$ cat config.mk
export PLATFORM = sky130hd
export DESIGN_NAME = regfile_arbiter
export DESIGN_NICKNAME = d
export VERILOG_FILES = /design/src/rtl/regfile_arbiter.sv
export SDC_FILE = /design/constraint.sdc
export NUM_CORES = 1
export LEC_CHECK = 0
export CAP_MARGIN = 15
export CORE_AREA = 2 2 76 78
export CTS_CLUSTER_DIAMETER = 50
export DETAILED_ROUTE_END_ITERATION = 8
export DIE_AREA = 0 0 78 80
export PLACE_DENSITY = 0.87
export SLEW_MARGIN = 20
export SYNTH_ARGS = -nofsm -noshare
export SYNTH_HDL_FRONTEND = slang
export SYNTH_SLANG_ARGS = --single-unit
$ cat constraint.sdc
create_clock -name clk -period 2.7 [get_ports clk]
set_input_delay 0.405 -clock clk [delete_from_list [all_inputs] [get_ports clk]]
set_output_delay 0.405 -clock clk [all_outputs]
set_load 0.01 [all_outputs]
$ cat src/rtl/regfile_arbiter.sv
// Arbiter for the shared single-port 128x8 register file: requester 0 (SPI) has
// priority, the others share round-robin, and starvation counters let them pre-empt SPI.
module regfile_arbiter #(
    parameter int N_REQ        = 3,
    parameter int STARVE_LIMIT = 15
) (
    input  logic                 clk,
    input  logic                 reset,
    input  logic [N_REQ-1:0]     req,
    input  logic [N_REQ-1:0]     req_we,
    input  logic [7*N_REQ-1:0]   req_addr,
    input  logic [8*N_REQ-1:0]   req_wdata,
    output logic [N_REQ-1:0]     gnt,
    output logic [N_REQ-1:0]     rvalid,
    output logic [7:0]           rdata,
    output logic                 mem_en,
    output logic                 mem_we,
    output logic [6:0]           mem_addr,
    output logic [7:0]           mem_wdata,
    input  logic [7:0]           mem_rdata,
    output logic                 busy
);

    localparam int               PW    = $clog2(N_REQ);
    localparam logic [7:0]       LIMIT = 8'(STARVE_LIMIT);
    localparam logic [N_REQ-1:0] ONE   = N_REQ'(1);

    // Handshake: req (with we/addr/wdata) is held until gnt; gnt is a one-cycle
    // pulse, and a read grant is followed by exactly one rvalid pulse the next cycle.
    logic [N_REQ-1:0] elig;
    logic             win_valid;
    logic [PW-1:0]    win_idx;
    logic [PW-1:0]    ptr;
    logic [PW-1:0]    rr_idx;
    int               rr_j;
    logic [7:0]       cnt [1:N_REQ-1];

    // A requester currently seeing its grant cannot be granted again this cycle.
    assign elig  = req & ~gnt;
    assign rdata = mem_rdata;
    assign busy  = ~reset & ((|elig) | mem_en | (|rvalid));

    always_comb begin
        win_valid = 1'b0;
        win_idx   = '0;
        rr_j      = 0;
        rr_idx    = '0;
        // Descending scan so the lowest-index starved requester ends up the winner.
        for (int i = N_REQ - 1; i >= 1; i--) begin
            if (elig[i] && cnt[i] == LIMIT) begin
                win_valid = 1'b1;
                win_idx   = PW'(i);
            end
        end
        if (!win_valid && elig[0]) begin
            win_valid = 1'b1;
            win_idx   = '0;
        end
        if (!win_valid) begin
            for (int k = N_REQ - 2; k >= 0; k--) begin
                rr_j = int'(ptr) + k;
                if (rr_j >= N_REQ) rr_j = rr_j - (N_REQ - 1);
                rr_idx = PW'(rr_j);
                if (elig[rr_idx]) begin
                    win_valid = 1'b1;
                    win_idx   = rr_idx;
                end
            end
        end
    end

    always_ff @(posedge clk or posedge reset) begin
        if (reset) begin
            gnt       <= '0;
            rvalid    <= '0;
            mem_en    <= 1'b0;
            mem_we    <= 1'b0;
            mem_addr  <= '0;
            mem_wdata <= '0;
            ptr       <= PW'(1);
            for (int i = 1; i < N_REQ; i++) cnt[i] <= '0;
        end else begin
            rvalid <= (mem_en && !mem_we) ? gnt : '0;
            if (win_valid) begin
                gnt       <= ONE << win_idx;
                mem_en    <= 1'b1;
                mem_we    <= req_we[win_idx];
                mem_addr  <= req_addr[7*int'(win_idx) +: 7];
                mem_wdata <= req_wdata[8*int'(win_idx) +: 8];
                if (win_idx != '0)
                    ptr <= (win_idx == PW'(N_REQ - 1)) ? PW'(1) : win_idx + PW'(1);
            end else begin
                gnt    <= '0;
                mem_en <= 1'b0;
                mem_we <= 1'b0;
            end
            for (int i = 1; i < N_REQ; i++) begin
                if (!req[i] || (win_valid && win_idx == PW'(i)))
                    cnt[i] <= '0;
                else if (elig[i] && cnt[i] != LIMIT)
                    cnt[i] <= cnt[i] + 8'd1;
            end
        end
    end

endmodule

# Word-level counts from Yosys, hierarchy flattened
# Cells that the tools add are included.
# Widths: inputs -> output; s select.
# classes
mux	31
mul	1
n_div	0
n_eq_ne	6
n_bitwise	6
n_shift	3
order_cmp	5
n_addsub	6
reduce_logical	20
# op_table
op	count
$mux 8	4
$shiftx 24x6->8	1
$mux 2	11
$shiftx 21x6->7	1
$add 8x1->8 const B	2
$eq 8x4->1 const B	2
$ne 8x4->1 const B	2
$mux 1	11
$lt 2x3->1 const B	3
$logic_and 1x1->1	8
$bmux 1 s2	3
$mux 3	2
$reduce_bool 2->1	3
$reduce_or 3->1	2
$mul 3x2->5 const A	1
$logic_not 1->1	4
$sub 2x2->2 const B	2
$add 2x1->3 const B	1
$and 3x3->3	1
$ge 3x2->1 const B	1
$not 3->3	1
$shl 1x2->3 const A	1
$add 2x1->2 const B	1
$eq 2x1->1 const B	1
7 further kinds	9
# word_totals
regBits	41
n_memories	0
output_inout_bits	32
mem_bits_ro	0
latch_bits	0
in_bits	61
wordCells	87
mem_bits_rw	0

# Longest topological paths before layout
# depth
depth_word	18
ltp_mapped	7
ltp_nobuf	7

# Worst setup path before layout
# Ideal clock, no wire load.
# synth_path
path_type	reg2reg
start	register cnt[0] (netlist bit)
end	register mem_addr[0]
path_stages_with_launch	8
setup_time_ps	90
n_path_buf	1
period_less_slack_ps	1947
path_slack_ps	753
required_time_ps	2610
t_arrival_ps	1856
cell_sequence	dfrtp_1 ha_1 nor3b_1 and3_1 o31a_1 or2_4 buf_2 o221ai_1
# synth_via
elab_chain_cells	12
word_cells_on_any_way	16
cone_classes	1 x mul; 1 x eq/ne; 1 x shift; 10 x mux; 3 x reduce/logical
# synth_lines
element	line	text
start, declared	36	logic [7:0] cnt [1:N_REQ-1];
start signal, assigned by index	101	cnt[i] <= cnt[i] + 8'd1;
$eq 8x4->1 *	50	if (elig[i] && cnt[i] == LIMIT) begin
$logic_and 1x1->1 *	50	
$mux 1 (2 in series)	50	
$logic_not 1->1	55	if (!win_valid && elig[0]) begin
$logic_and 1x1->1	55	
$mux 2	55	
$mux 2 (2 in series)	64	if (elig[rr_idx]) begin
$mux 2	59	if (!win_valid) begin
$mul 3x2->5	88	mem_addr <= req_addr[7*int'(win_idx) +: 7];
$shiftx 21x6->7	88	
end signal, assigned	88	
end, declared	18	output logic [6:0] mem_addr,
# Every way passes the cells marked *; elsewhere a longest branch is shown, timed or not.
# A chain may end at the register's enable or synchronous reset.

# Worst setup path in the final report
# layout_path
start	register cnt[1] (netlist bit)
end	register mem_wdata[1]
# layout_via
elab_chain_cells	11
word_cells_on_any_way	15
cone_classes	1 x eq/ne; 1 x shift; 10 x mux; 3 x reduce/logical
# layout_lines
element	line	text
$eq 8x4->1 *	50	
$logic_and 1x1->1 *	50	
$mux 1 (2 in series)	50	
$logic_not 1->1	55	
$logic_and 1x1->1	55	
$mux 2	55	
$mux 2 (2 in series)	64	
$mux 2	59	
$shiftx 24x6->8	89	mem_wdata <= req_wdata[8*int'(win_idx) +: 8];
end signal, assigned	89	
end, declared	19	output logic [7:0] mem_wdata,
# Marks and branches as above.

==> impl_metrics.tcl <==
set metrics [dict create \
    hold-path-cell-count 2 \
    yosysTopAreaCell "dfrtp_1" \
    path_cells "ha_1, nor3b_1, and3_1, buf_4, o31a_1, or2_4, inv_2, a221o_1" \
    dr.pass1.iters 4 \
    tritoncts "done" \
    area_delta_synth_final_pct 42.5 \
    cts_setup_buffers 0 \
    vdd_drop_max_uv 401 \
    clk_pin_slew_ns 0.08 \
    drt_wl_total_um 6090 \
    top_level_ports 93 \
    ant_nets 0 \
    num_rows 27 \
    via_per_inst 5.62 \
    grt_pass1_vias 2137 \
    design.core.area_um2 5410 \
    synth_nets 289 \
    clock_latency_ns 0.30 \
    cts_sinks 41 \
    cp_max_fo 13 \
    postCtsResizedCells 0 \
    p_total_mw 2.38 \
    gp_congestion 0.803 \
    antenna_found_initial 0 \
    startpoint_type "flip-flop" \
    worst_slew_pin_slew_ns 0.646 \
    post-route-min-period_ns 2.50 \
    root_buffer "clkbuf_8" \
    dpl.hpwl_um 4410 \
    setup_viol 0 \
    p_per_area_nw_per_um2 744 \
    synth_flop_cell "dfrtp_1" \
    holdWs_ns 0.497 \
    dieArea_um2 6240 \
    fmax_mhz 400 \
    start_util_pct 41.6 \
    grt_max_degree 42 \
    max_stage_delay_ns 0.42 \
    synth.most_common_cell "dfrtp_1" \
    nFillCells 459 \
    grt_setup_unrepaired "false" \
    die_x_um 78 \
    route.detailed.drc 0 \
    diodes 0 \
    dieHeight_um 80 \
    ys_seq_area_share_pct 45.7 \
    end_kind "flip-flop" \
    skew_ns 0.00716 \
    cap_violations 0 \
    slew_viol_final 0 \
    ys_ff_latch 41 \
    worst-setup-path-type "flip-flop to flip-flop" \
    netlist_instances 226 \
    port_buffers 76 \
    ys_top_cells_by_area "dfrtp_1, o211a_1, xor2_1" \
    status "finished clean" \
    hold_buffers 0 \
    hold_viol 0 \
    nNetsFinal 366 \
    cp.required_ns 2.88 \
    numCtsBuffers 5 \
    fin_crit_sh_pct 92.6 \
    num_vias 2112 \
    cp.arrival_ns 2.68 \
    finish.utilization_pct 59.2 \
    ys_async_sr_fraction_pct 100 \
    clockBufferDepth 2 \
    grt_pass1_wl_um 9720 \
    grt.total_usage_pct 19.7 \
    cp_slowest_cell "dfrtp_1" \
    drive_above_1_share_pct 8.88 \
    ys_top_cells_by_count "dfrtp_1, nor2_1, inv_1" \
    yosysWarnings 0 \
    finalSetupTns_ns 0 \
    synth_top_area_share_pct 44.5 \
    hold_class "flip-flop to flip-flop" \
    drt_iter0_markers 115 \
    syn_avg_cell_area_um2 9.94 \
    reg2reg_depth 8 \
    netlist_area_um2 2250 \
    routedWlPerCell_um 16.2 \
    synth_cell_types 42 \
    leakage_nw 1.50 \
    synth_edf_count 0 \
    maxSlewHeadroom_pct 56.9 \
    htree_levels 2 \
    grt-ovfl-total 0 \
]
## cell type report
class	count	area (um^2)	share of cell area (%)
Inverter	17	63.8	1.99
Clock inverter	2	37.5	1.17
Tap cell	72	90.1	2.81
Clock buffer	6	82.6	2.58
Multi-Input combinational cell	151	1060	33.0
Sequential cell	41	1030	32.1
Timing Repair Buffer	87	843	26.3
## power breakdown
part           switching (mW)  leakage [nW]  total [mW]  internal (mW)
clock network           0.214        0.0574       0.515          0.301
logic                   0.449         0.919       0.963          0.513
registers               0.127         0.523       0.904          0.777
total                   0.790          1.50        2.38           1.59
## cell usage in the layout, fill, tap and decap left out, types with 4 or more instances in the layout
master and count:
clkdlybuf4s50_1 76, inv_1 16, o211a_1 12, clkbuf_8 6
o221ai_1 11, nor2_1 23, a221o_1 5, nand2b_1 4
xor2_1 12, dfrtp_1 40, a31oi_1 12, buf_4 11
and3_1 6, a22oi_1 4, nand4_1 10, nand2_1 14
## final timing paths
kind / from / endpoint / slack (ns)
worst min register to register: mem_wdata[4] / mem_wdata[4] / 0.50
min in group asynchronous: reset / mem_en / 0.59
max in group asynchronous: reset / ptr[0] / 1.74
worst min-delay path: mem_wdata[4] / mem_wdata[4] / 0.50
worst max register to register: cnt[1] / mem_wdata[1] / 0.20
worst max-delay path: cnt[1] / mem_wdata[1] / 0.20
## per-layer routing
metal | share of wire (%) | up-vias | GRT usage, % | routed length (um)
met3 | 6.8 | 16 | 5.32 | 417
met5 | 0 | - | 0 | 0
met2 | 51 | 89 | 34.7 | 3080
met1 | 40 | 1029 | 22.9 | 2450
li1 | - | 978 | - | -
met4 | 2.3 | 0 | 7.54 | 142
## critical path: cells and delay by family (launching register included)
family                   cells  cell delay [ns]
AO/OA/AOI/OAI                2             0.54
adder cells (fa/ha/maj)      1             0.24
buffers and inverters        2             0.33
flip-flops                   1             0.42
AND/OR/NAND/NOR              3             0.84
## cell families (layout without fill, tap and decap cells)
| family | after synthesis | in the layout | synth area share [%] |
|---|---|---|---|
| simple gates | 74 | 74 | 17.4 |
| fa+ha+maj | 2 | 2 | 1.11 |
| buf+inv | 34 | 112 | 7.35 |
| flops | 41 | 41 | 45.7 |
| xor+xnor | 14 | 14 | 5.46 |
| mux | 2 | 2 | 0.891 |
| compound gates | 59 | 59 | 22.0 |
## flip-flops by register name (all words and copies together) (netlist names)
signal / count
ptr: 2
mem_en: 1
gnt: 3
mem_addr: 7
mem_wdata: 8
cnt: 16
rvalid: 3
mem_we: 1
## through the flow
step                      worst slack [ns]  area (um^2)  cells
after floorplan                      0.753         2250    226
after global placement             -0.0740         3080    368
after detailed placement            -0.166         3080    368
after CTS                           0.0303         3200    376
after global routing                0.0155         3200    376
final                                0.200         3200    376
No activity file was read; power rests on OpenSTA's default activity.
